===== src/rtl/imem_loader.sv =====
`default_nettype none
// ============================================================================
//  Module   : imem_loader
//  Brief    : Loads a framed, checksum-protected program from a byte stream
//             into instruction memory (big-endian 16-bit words, even byte
//             addresses) and holds the CPU in reset until the load succeeds.
//  Revision : 1.0 - initial release
// ============================================================================
module imem_loader #(
   parameter int DEPTH = 256,
   parameter int CNT_W = 9
) (
   input  logic             clk,
   input  logic             reset,
   input  logic             start,
   input  logic             in_valid,
   input  logic [7:0]       in_data,
   output logic             in_ready,
   output logic             wr_en,
   output logic [15:0]      wr_addr,
   output logic [15:0]      wr_data,
   output logic             cpu_reset,
   output logic             done,
   output logic             error,
   output logic [CNT_W-1:0] word_count
);

   localparam logic [2:0] S_LEN_HI  = 3'd0;
   localparam logic [2:0] S_LEN_LO  = 3'd1;
   localparam logic [2:0] S_DATA_HI = 3'd2;
   localparam logic [2:0] S_DATA_LO = 3'd3;
   localparam logic [2:0] S_CHECK   = 3'd4;
   localparam logic [2:0] S_DONE    = 3'd5;
   localparam logic [2:0] S_ERROR   = 3'd6;

   localparam logic [15:0]      DEPTH_W = 16'(DEPTH);
   localparam logic [CNT_W-1:0] CNT_ONE = {{(CNT_W-1){1'b0}}, 1'b1};

   logic [2:0]       state_q,      state_d;
   logic [15:0]      length_q,     length_d;
   logic [7:0]       hold_q,       hold_d;
   logic [7:0]       checksum_q,   checksum_d;
   logic [CNT_W-1:0] word_count_q, word_count_d;
   logic             wr_en_q,      wr_en_d;
   logic [15:0]      wr_addr_q,    wr_addr_d;
   logic [15:0]      wr_data_q,    wr_data_d;

   logic             w_xfer;
   logic [15:0]      w_len;
   logic [CNT_W-1:0] w_cnt_inc;

   // Handshake is accepted in every receiving state; terminal states stall the stream.
   always_comb begin
      in_ready = 1'b0;
      case (state_q)
         S_LEN_HI, S_LEN_LO, S_DATA_HI, S_DATA_LO, S_CHECK: in_ready = 1'b1;
         default:                                           in_ready = 1'b0;
      endcase
   end

   assign w_xfer    = in_valid & in_ready;
   assign w_len     = {length_q[15:8], in_data};
   assign w_cnt_inc = word_count_q + CNT_ONE;

   // Next-state and datapath update; nothing changes without a byte transfer
   // except the write strobe dropping and the start re-arm from a terminal state.
   always_comb begin
      state_d      = state_q;
      length_d     = length_q;
      hold_d       = hold_q;
      checksum_d   = checksum_q;
      word_count_d = word_count_q;
      wr_en_d      = 1'b0;
      wr_addr_d    = wr_addr_q;
      wr_data_d    = wr_data_q;
      case (state_q)
         S_LEN_HI: begin
            if (w_xfer) begin
               length_d[15:8] = in_data;
               state_d        = S_LEN_LO;
            end
         end
         S_LEN_LO: begin
            if (w_xfer) begin
               length_d = w_len;
               if (w_len > DEPTH_W) begin
                  state_d = S_ERROR;
               end else if (w_len == 16'd0) begin
                  state_d = S_CHECK;
               end else begin
                  state_d = S_DATA_HI;
               end
            end
         end
         S_DATA_HI: begin
            if (w_xfer) begin
               hold_d     = in_data;
               checksum_d = checksum_q ^ in_data;
               state_d    = S_DATA_LO;
            end
         end
         S_DATA_LO: begin
            if (w_xfer) begin
               checksum_d   = checksum_q ^ in_data;
               wr_en_d      = 1'b1;
               wr_data_d    = {hold_q, in_data};
               wr_addr_d    = 16'(word_count_q) << 1;
               word_count_d = w_cnt_inc;
               state_d      = (16'(w_cnt_inc) == length_q) ? S_CHECK : S_DATA_HI;
            end
         end
         S_CHECK: begin
            if (w_xfer) begin
               state_d = (in_data == checksum_q) ? S_DONE : S_ERROR;
            end
         end
         S_DONE, S_ERROR: begin
            if (start) begin
               word_count_d = '0;
               checksum_d   = 8'h00;
               state_d      = S_LEN_HI;
            end
         end
         default: begin
            state_d = S_LEN_HI;
         end
      endcase
   end

   // State registers; reset abandons any load in progress immediately.
   always_ff @(posedge clk or posedge reset) begin
      if (reset) begin
         state_q      <= S_LEN_HI;
         length_q     <= 16'h0000;
         hold_q       <= 8'h00;
         checksum_q   <= 8'h00;
         word_count_q <= '0;
         wr_en_q      <= 1'b0;
         wr_addr_q    <= 16'h0000;
         wr_data_q    <= 16'h0000;
      end else begin
         state_q      <= state_d;
         length_q     <= length_d;
         hold_q       <= hold_d;
         checksum_q   <= checksum_d;
         word_count_q <= word_count_d;
         wr_en_q      <= wr_en_d;
         wr_addr_q    <= wr_addr_d;
         wr_data_q    <= wr_data_d;
      end
   end

   assign wr_en      = wr_en_q;
   assign wr_addr    = wr_addr_q;
   assign wr_data    = wr_data_q;
   assign word_count = word_count_q;
   assign done       = (state_q == S_DONE);
   assign error      = (state_q == S_ERROR);
   // The CPU only leaves reset after a verified load; partial programs never run.
   assign cpu_reset  = (state_q != S_DONE);

endmodule
`default_nettype wire


===== config.mk =====
export PLATFORM = sky130hd
export DESIGN_NAME = imem_loader
export DESIGN_NICKNAME = d
export VERILOG_FILES = /design/src/rtl/imem_loader.sv
export SDC_FILE = /design/constraint.sdc
export NUM_CORES = 1
export LEC_CHECK = 0
export BUFFER_PORTS_ARGS = -buffer_cell sky130_fd_sc_hd__buf_4
export CAP_MARGIN = 20
export CORE_AREA = 3 3 121 123
export DETAILED_ROUTE_END_ITERATION = 7
export DIE_AREA = 0 0 124 126
export PLACE_DENSITY = 0.46
export SYNTH_ARGS = -nofsm -noshare
export SYNTH_HDL_FRONTEND = slang
export SYNTH_SLANG_ARGS = --single-unit

===== constraint.sdc =====
create_clock -name clk -period 1.8 [get_ports clk]
set_input_delay 0.18 -clock clk [delete_from_list [all_inputs] [get_ports clk]]
set_output_delay 0.18 -clock clk [all_outputs]
set_load 0.02 [all_outputs]

# Yosys cells after proc, flatten, opt, wreduce, memory -nomap -nowiden
# Cells that the tools add are included.
# op_classes
n_addsub,1
order_cmp,1
n_eq_ne,16
n_mux,22
n_bitwise,3
reduce_logical,14
# ops
op,count
one-hot mux 8 bit (2 select lines),2
two-way mux 3 bit,9
two-way mux 8 bit,3
two-way mux 9 bit,2
one-hot mux 3 bit (6 select lines),1
one-hot mux 9 bit (2 select lines),1
equality test 9 x 16 -> 1 bit,1
> comparator 16 x 9 -> 1 bit (second input constant),1
zero test 16 bit,1
inequality test 2 bit (second input constant),6
adder 9 x 1 -> 9 bit (second input constant),1
equality test 3 bit (second input constant),3
AND reduction 3 bit,3
equality test 8 bit,1
XOR 8 bit,1
equality test 3 x 2 -> 1 bit (second input constant),2
AND reduction 2 bit,3
AND reduction 6 bit,1
OR reduction 5 bit,1
nonzero test 2 bit,2
OR reduction 2 bit,2
equality test 3 x 1 -> 1 bit (second input constant),1
zero test 3 bit,1
two-way mux 1 bit,3
5 further kinds,5
# totals
reg_bits,70
inputBits,12
output_inout_bits,46
wordCells,66

# Logic depth before layout (Yosys ltp)
# Gate-level depths: netlist of run 1.
# logic_depth
ltp_word,6
mapped_depth,7

# Least setup slack after synthesis of run 1
# No wires, ideal clock.
# synth_timing
path_kind,register -> register
startpoint,register word_count_q[0] (netlist: word_count[0])
endpoint,register state_q[1]
setup_ns,0.139
arrival_time_ns,1.809
required_ns,1.661
setup_slack_ns,-0.147
stages_incl_launch_ff,8
n_path_buf,1
period_less_slack_ns,1.947
path_cell_list,dfrtp_1 ha_1 and2_0 clkbuf_1 xnor2_1 nand3_1 a2111oi_2 a31oi_1
# synth_between
elab_chain_cells,5
# synth_rtl
item,line_no,rtl
"start, declared",43,"logic [CNT_W-1:0] word_count_q, word_count_d;"
"start signal, assigned",146,word_count_q <= word_count_d;
adder 9 x 1 -> 9 bit,63,assign w_cnt_inc = word_count_q + CNT_ONE;
equality test 9 x 16 -> 1 bit,109,state_d = (16'(w_cnt_inc) == length_q) ? S_CHECK : S_DATA_HI;
two-way mux 3 bit,109,
two-way mux 3 bit,103,if (w_xfer) begin
one-hot mux 3 bit (6 select lines),76,case (state_q)
"end signal, assigned",142,state_q <= state_d;
"end, declared",39,"logic [2:0] state_q, state_d;"
# Every way passes these cells. The select of a mux whose other input is x is not followed.
# A chain may end at the register's enable or synchronous reset.

# Final worst setup path of run 1
# layout_timing
startpoint,register word_count_q[2] (netlist: word_count[2])
endpoint,register state_q[2]
# The elaborated chain is that of the path after synthesis.

==> results of run 1 <==
-- metal layers --
| layer | GRT usage (%) | vias up |
|---|---|---|
| met5 | 0 | - |
| met4 | 4.57 | 0 |
| met3 | 3.55 | 12 |
| met2 | 18.6 | 48 |
| met1 | 16.3 | 1299 |
| li1 | - | 1303 |
-- worst min-delay path: stages --
cell and delay (ns):
buf_4 0.13, xnor2_1 0.12, o22ai_1 0.07
-- cells by family (layout without fill, tap and decap cells) --
group | after synthesis | count (layout)
flops | 70 | 70
fa+ha+maj | 1 | 1
xor+xnor | 23 | 23
compound gates | 55 | 55
other cells | 1 | 7
buf+inv | 35 | 105
mux | 24 | 24
simple gates | 142 | 142
-- state kept, by name, indices dropped and copies added, names as in the netlist --
signal / cells
hold_q: 8
wr_en: 1
word_count: 9
length_q: 16
state_q: 3
checksum_q: 8
wr_data: 16
wr_addr: 9
-- report_power, final --
part / leakage, nW / internal, mW / total [mW] / switching (mW)
Clock: 0.137 / 1.06 / 1.74 / 0.684
Combinational: 1.07 / 1.36 / 2.82 / 1.46
Sequential: 0.878 / 2.19 / 2.67 / 0.479
-- through the flow --
step / setup WS (ns) / cell area [sq um] / TNS [ns] / power, mW / util (%)
after global placement: -0.0873 / 4150 / -0.159 / 5.34 / 30.1
after global routing: -0.00785 / 4540 / -0.00979 / 7.74 / 33.0
after detailed placement: -0.136 / 4150 / -0.270 / 5.38 / 30.1
after CTS: 0.0136 / 4480 / 0 / 7.24 / 32.5
final: 0.0776 / 4540 / 0 / 7.24 / 33.0
after floorplan: -0.0141 / 3450 / -0.0276 / 4.37 / -
-- area by class of cell --
| class | instances | area (sq um) | area share, % |
|---|---|---|---|
| Clock inverter | 6 | 63.8 | 1.41 |
| Multi-Input combinational cell | 252 | 1580 | 34.7 |
| Clock buffer | 9 | 225 | 4.96 |
| Sequential cell | 70 | 1760 | 38.7 |
| Inverter | 5 | 22.5 | 0.496 |
| Tap cell | 180 | 225 | 4.96 |
| Timing Repair Buffer | 85 | 669 | 14.7 |
-- worst paths after layout --
| kind | end | slack (ns) | depth (start not counted) |
|---|---|---|---|
| worst max-delay path | state_q[2]$_DFFE_PP0P_ | 0.08 | 5 |
| worst min-delay path | state_q[0]$_DFFE_PP0P_ | 0.21 | 3 |
| worst max register to register | state_q[2]$_DFFE_PP0P_ | 0.08 | 5 |
| worst min register to register | wr_data[8]$_DFFE_PP0P_ | 0.46 | 2 |
| max in group asynchronous | hold_q[1]$_DFFE_PP0P_ | 0.75 | 4 |
| min in group asynchronous | wr_data[8]$_DFFE_PP0P_ | 0.48 | 3 |
-- cell usage in the layout (no fill, tap or decap), drive strengths merged, types with 2 or more instances in the layout --
| cell type | n |
|---|---|
| nand2 | 91 |
| buf | 84 |
| dfrtp | 70 |
| o21ai | 32 |
| mux2 | 24 |
| nor2 | 21 |
| xnor2 | 17 |
| clkbuf | 9 |
| conb | 7 |
| nand3 | 7 |
| xor2 | 6 |
| clkinv | 4 |
| and3 | 3 |
| o31ai | 3 |
| a21oi | 3 |
| inv | 3 |
| nand4 | 3 |
| clkinvlp | 3 |
| o21a | 3 |
| or3 | 3 |
| or4 | 3 |
| a22o | 2 |
| nand3b | 2 |
| nand2b | 2 |
| a21o | 2 |
| a31oi | 2 |
| and2 | 2 |
-- what timing repair did --
item / CTS / global route
resized for setup: 5 / 10
endpoints found under the hold margin: 24 / 0
pin swaps: 3 / 5
setup endpoints to repair: 2 / 4
setup buffers: 0 / 3
hold buffers: 1 / 0
cloned: 0 / 0
==> impl_metrics.py, run 1 <==
metrics = {
    "clock_tree": {
        "clockBufferDepth": 2,
        "cts_sinks": 70,
        "cts_tree": "yes",
        "h-tree-depth": 3,
        "path_clk_slew_ns": 0.06,
        "cts_buffers": 9,
        "clock_latency_ns": 0.34,
        "cts_root_buf": "clkbuf_16",
    },
    "route": {
        "num_vias": 2662,
        "drt_pass1_iterations": 5,
        "wl_met2_um": 4250,
        "drtIter0Drc": 127,
        "met3_length_um": 396,
        "routedWlPerCell_um": 14.9,
        "wl_um": 9020,
        "drcViolationCount": 0,
        "wl_met1_um": 4220,
        "top_layer": "met4",
        "viasPerCell": 4.39,
        "ant_nets": 0,
    },
    "power": {
        "vdd_ir_drop_max_mv": 0.500,
        "leakage_nw": 2.09,
        "power.density_nw_per_um2": 1590,
    },
    "hold_path": {
        "hp-start": "in_valid",
        "hold_path_class": "primary input to flop",
    },
    "critical_path": {
        "startpoint_type": "flop",
        "cpPeakStageDelay_ns": 0.44,
        "critPathSlowestCell": "dfrtp_2",
        "path_max_fanout": 6,
        "worstPathCellList": "nand3_2, xnor2_1, or3_1, a2111oi_4, a31o_2",
        "cp-end-kind": "flop",
        "crit_type": "flop to flop",
        "reg2reg_from": "word_count[2]$_DFFE_PP0P_",
        "critPathRequiredTime_ns": 2.08,
        "cp_num_buf_inv": 0,
        "cp-startpoint": "word_count[2]$_DFFE_PP0P_",
        "path_delay_family": "compound AO/OA/AOI/OAI gates",
        "worst-endpoint-arrival_ns": 2.00,
    },
    "floorplan": {
        "die_w_um": 124,
        "die_y_um": 126,
        "die_area_sq_um": 15600,
        "pin_count": 58,
        "core_area_sq_um": 13800,
        "initial_utilization_pct": 24.8,
        "rows": 43,
    },
    "sta": {
        "slew_viol_final": 0,
        "rsz0062_at_grt": "true",
        "hold_viol_final": 0,
        "setup_violations": 0,
        "fin_skew_ns": 0.00670,
        "period_needed_ns": 1.72,
        "slew_headroom_pct": 59.5,
        "min_period_over_period_pct": 95.7,
        "whs_ns": 0.205,
        "worst_pin_slew_ns": 0.607,
        "clock.fmax_ghz": 0.581,
    },
    "global_route": {
        "track_usage_pct": 12.2,
        "antenna_found_initial": 0,
        "grt_max_degree": 36,
        "grt_pass1_wl_um": 14200,
        "grt_pass1_vias": 2571,
        "overflow": 0,
    },
    "place": {
        "io_buffers": 50,
        "gp_congestion": 0.796,
        "dp.cells": 588,
        "dp_hpwl_um": 6280,
    },
    "synth": {
        "synth.area.top_cells": "dfrtp_1, nand2_1, mux2_2, o21ai_0, xnor2_1",
        "post-synth-top-count-cell": "nand2_1",
        "synthArstFlopShare_pct": 100,
        "synth_ff_type": "dfrtp_1",
        "syn_area_sq_um": 3410,
        "yosysSeqAreaShare_pct": 51.4,
        "synth_simple_gate_area_share_pct": 18.7,
        "synth_top_area_share_pct": 51.4,
        "synth-edff-count": 0,
        "synth_commonest_cells": "nand2_1, dfrtp_1, o21ai_0",
        "syn_inst": 351,
        "ys_ff_latch": 70,
        "synth_mux_area_share_pct": 7.92,
        "ys_warn_count": 0,
        "synth_top_family_by_area": "simple AND/OR/NAND/NOR gates",
        "synth_fa_ha_area_share_pct": 0.367,
        "synth_top_area_cell": "dfrtp_1",
        "ys_types": 46,
        "synth_compound_area_share_pct": 10.1,
        "synth_xor_area_share_pct": 5.91,
        "synth_area_per_cell_sq_um": 9.72,
    },
    "job": {
        "drv_cap": 0,
    },
    "run_status": {
        "outcome": "completed",
    },
    "finish": {
        "final_cell_count_no_fill": 607,
        "antennaDiodeCount": 0,
        "drive_gt1_share_pct": 34.2,
        "fillers": 1438,
        "fin_nets": 436,
        "synthToLayoutAreaGrowth_pct": 33.1,
    },
}
Power figures use the tool's default switching activity.
==> run 2, diff against run 1 <==
--- a/config.mk
+++ b/config.mk
@@ -5,11 +5,12 @@
 export SDC_FILE = /design/constraint.sdc
 export NUM_CORES = 1
 export LEC_CHECK = 0
+export ABC_AREA = 1
 export BUFFER_PORTS_ARGS = -buffer_cell sky130_fd_sc_hd__buf_4
 export CAP_MARGIN = 20
-export CORE_AREA = 3 3 121 123
+export CORE_AREA = 3 3 118 120
 export DETAILED_ROUTE_END_ITERATION = 7
-export DIE_AREA = 0 0 124 126
+export DIE_AREA = 0 0 121 123
 export PLACE_DENSITY = 0.46
 export SYNTH_ARGS = -nofsm -noshare
 export SYNTH_HDL_FRONTEND = slang
==> impl_metrics.py, run 2 <==
metrics = {
    "route": {
        "drt_pass1_iterations": 4,
        "wl_met2_um": 3940,
        "drcViolationCount": 0,
        "drtIter0Drc": 228,
        "routedWlPerCell_um": 12.8,
        "wl_um": 8160,
        "met3_length_um": 312,
        "top_layer": "met4",
        "wl_met1_um": 3840,
        "viasPerCell": 4.19,
        "ant_nets": 0,
        "num_vias": 2684,
    },
    "clock_tree": {
        "cts_root_buf": "clkbuf_16",
        "clock_latency_ns": 0.33,
        "clockBufferDepth": 2,
        "h-tree-depth": 3,
        "post_cts_buffers": 0,
        "cts_tree": "yes",
        "path_clk_slew_ns": 0.06,
        "cts_sinks": 70,
        "cts_buffers": 9,
    },
    "run_status": {
        "outcome": "completed",
    },
    "synth": {
        "syn_inst": 397,
        "synth_top_area_share_pct": 54.0,
        "synth_commonest_cells": "nand2_1, dfrtp_1, o21ai_0",
        "synth.area.top_cells": "dfrtp_1, nand2_1, o21ai_0, inv_1, nor2_1",
        "synth_top_area_cell": "dfrtp_1",
        "syn_area_sq_um": 3240,
        "ys_warn_count": 0,
        "synth-edff-count": 0,
        "synthArstFlopShare_pct": 100,
        "yosysSeqAreaShare_pct": 54.0,
        "ys_ff_latch": 70,
        "ys_types": 27,
        "synth_area_per_cell_sq_um": 8.17,
        "post-synth-top-count-cell": "nand2_1",
        "synth_ff_type": "dfrtp_1",
    },
    "floorplan": {
        "initial_utilization_pct": 24.8,
        "rows": 42,
        "core_area_sq_um": 13100,
        "die_area_sq_um": 14900,
        "pin_count": 58,
        "die_y_um": 123,
        "die_w_um": 121,
    },
    "global_route": {
        "overflow": 0,
        "grt_pass1_vias": 2692,
        "antenna_found_initial": 0,
        "grt_pass1_wl_um": 13700,
        "track_usage_pct": 11.7,
        "grt_max_degree": 71,
    },
    "finish": {
        "synthToLayoutAreaGrowth_pct": 30.5,
        "drive_gt1_share_pct": 21.3,
        "final_cell_mix": "nand2_1, dfrtp_1, buf_4",
        "antennaDiodeCount": 0,
        "fin_nets": 472,
        "final_util_pct": 32.3,
        "mostFrequentLayoutCell": "nand2_1",
    },
    "sta": {
        "worst_pin_slew_ns": 0.507,
        "min_period_over_period_pct": 92.1,
        "slew_viol_final": 0,
        "rsz0062_at_grt": "true",
        "fin_skew_ns": 0.00434,
        "hold_viol_final": 0,
        "setup_tns_ns": 0,
        "slew_headroom_pct": 66.1,
        "clock.fmax_ghz": 0.603,
        "setup_violations": 0,
        "period_needed_ns": 1.66,
        "fin_ws_ns": 0.143,
    },
    "hold_path": {
        "hp-start": "in_data[7]",
        "hold_path_class": "primary input to flop",
        "min_path_cells": 3,
    },
    "place": {
        "pre_cts_ws_ns": 0.122,
        "dp_hpwl_um": 5810,
        "io_buffers": 50,
        "gp_congestion": 0.791,
    },
    "critical_path": {
        "critPathRequiredTime_ns": 2.02,
        "crit_type": "flop to flop",
        "cp_num_buf_inv": 1,
        "reg2reg_from": "word_count[0]$_DFFE_PP0P_",
        "cp-startpoint": "word_count[0]$_DFFE_PP0P_",
        "worstPathCellList": "ha_4, inv_2, nand2_1, nand2_1, nor2_1, nand2_1, nor2_1, nand3_1, nor2_2, nand3_1, nand2_1, nand2_1, nand2_1, nand2_1",
        "crit_top_cell": "nand2_1",
        "cpPeakStageDelay_ns": 0.41,
        "startpoint_type": "flop",
        "cp-end-kind": "flop",
        "ff2ff_path_depth": 14,
        "path_delay_family": "simple AND/OR/NAND/NOR gates",
        "critPathSlowestCell": "dfrtp_1",
        "path_depth": 14,
        "path_max_fanout": 2,
        "worst-endpoint-arrival_ns": 1.88,
    },
    "power": {
        "vdd_ir_drop_max_mv": 0.537,
        "leakage_nw": 2.13,
        "power.density_nw_per_um2": 1810,
    },
    "job": {
        "drv_cap": 0,
    },
}
==> run 2: cell types whose count changed after synthesis, moves of 6 or more <==
cell      before  now
clkbuf_1      13    7
inv_1          4   39
mux2_2        24    0
nand2_1       91  139
o21ai_0       32   51
o22ai_1        1    7
xnor2_1       17    7
==> run 2: layer usage <==
metal | vias to the layer above | GRT usage (%)
met3 | 6 | 2.84
met5 | - | 0
met2 | 50 | 19.3
met1 | 1254 | 15.5
li1 | 1374 | -
met4 | 0 | 2.76
==> run 2: final cells by class <==
cell class / count / area (sq um)
fill: 1416 / 8850
tap: 176 / 220
clock buffer: 9 / 225
inverter: 42 / 161
multi-input combinational: 275 / 1300
sequential: 70 / 1750
clock inverter: 7 / 105
timing repair buffer: 61 / 473
==> run 2: worst paths after layout <==
check / to / slack (ns)
worst max-delay path: state_q[1]$_DFFE_PP0P_ / 0.14
worst max register to register: state_q[1]$_DFFE_PP0P_ / 0.14
worst min-delay path: checksum_q[7]$_DFFE_PP0P_ / 0.18
worst min register to register: wr_data[11]$_DFFE_PP0P_ / 0.48
min in group asynchronous: wr_addr[6]$_DFFE_PP0P_ / 0.50
max in group asynchronous: wr_data[5]$_DFFE_PP0P_ / 0.97
==> run 2: worst register-to-register path, stage by stage, from the launching register on <==
cell	delay (ns)
dfrtp_1	0.41
ha_4	0.28
inv_2	0.03
nand2_1	0.04
nand2_1	0.04
nor2_1	0.10
nand2_1	0.05
nor2_1	0.10
nand3_1	0.08
nor2_2	0.12
nand3_1	0.07
nand2_1	0.06
nand2_1	0.05
nand2_1	0.05
nand2_1	0.05
==> run 2: timing repair <==
action,in CTS,in global routing
hold buffers,1,0
setup endpoints to repair,0,2
gates resized for setup,0,7
endpoints found under the hold margin,70,0
==> run 2: cell families after synthesis <==
| kind of cell | count (synthesis) | share of synthesized area [%] |
|---|---|---|
| AND/OR/NAND/NOR | 190 | 24.3 |
| flip-flops | 70 | 54.0 |
| AO/OA/AOI/OAI | 69 | 11.5 |
| buffers and inverters | 58 | 7.60 |
| XOR/XNOR | 8 | 2.16 |
| adder cells (fa/ha/maj) | 1 | 0.386 |
| other | 1 | 0.116 |
==> run 2: report_power, final <==
| group | internal, mW | leakage, nW | switching [mW] | total, mW |
|---|---|---|---|---|
| Sequential | 2.26 | 0.905 | 0.511 | 2.77 |
| Clock | 1.24 | 0.159 | 0.738 | 1.97 |
| Combinational | 1.15 | 1.07 | 1.77 | 2.93 |
| Total | 4.64 | 2.13 | 3.02 | 7.67 |
==> run 2: metrics by stage <==
stage | total power, mW | hold slack [ns] | instance area [sq um] | cells
2_1_floorplan | 4.62 | 0.349 | 3270 | 403
3_3_place_gp | 5.67 | 0.320 | 3860 | 623
3_5_place_dp | 5.72 | 0.328 | 3860 | 623
4_1_cts | 7.73 | 0.174 | 4200 | 640
5_1_grt | 8.30 | 0.203 | 4230 | 640
6_report | 7.67 | 0.179 | 4230 | 640
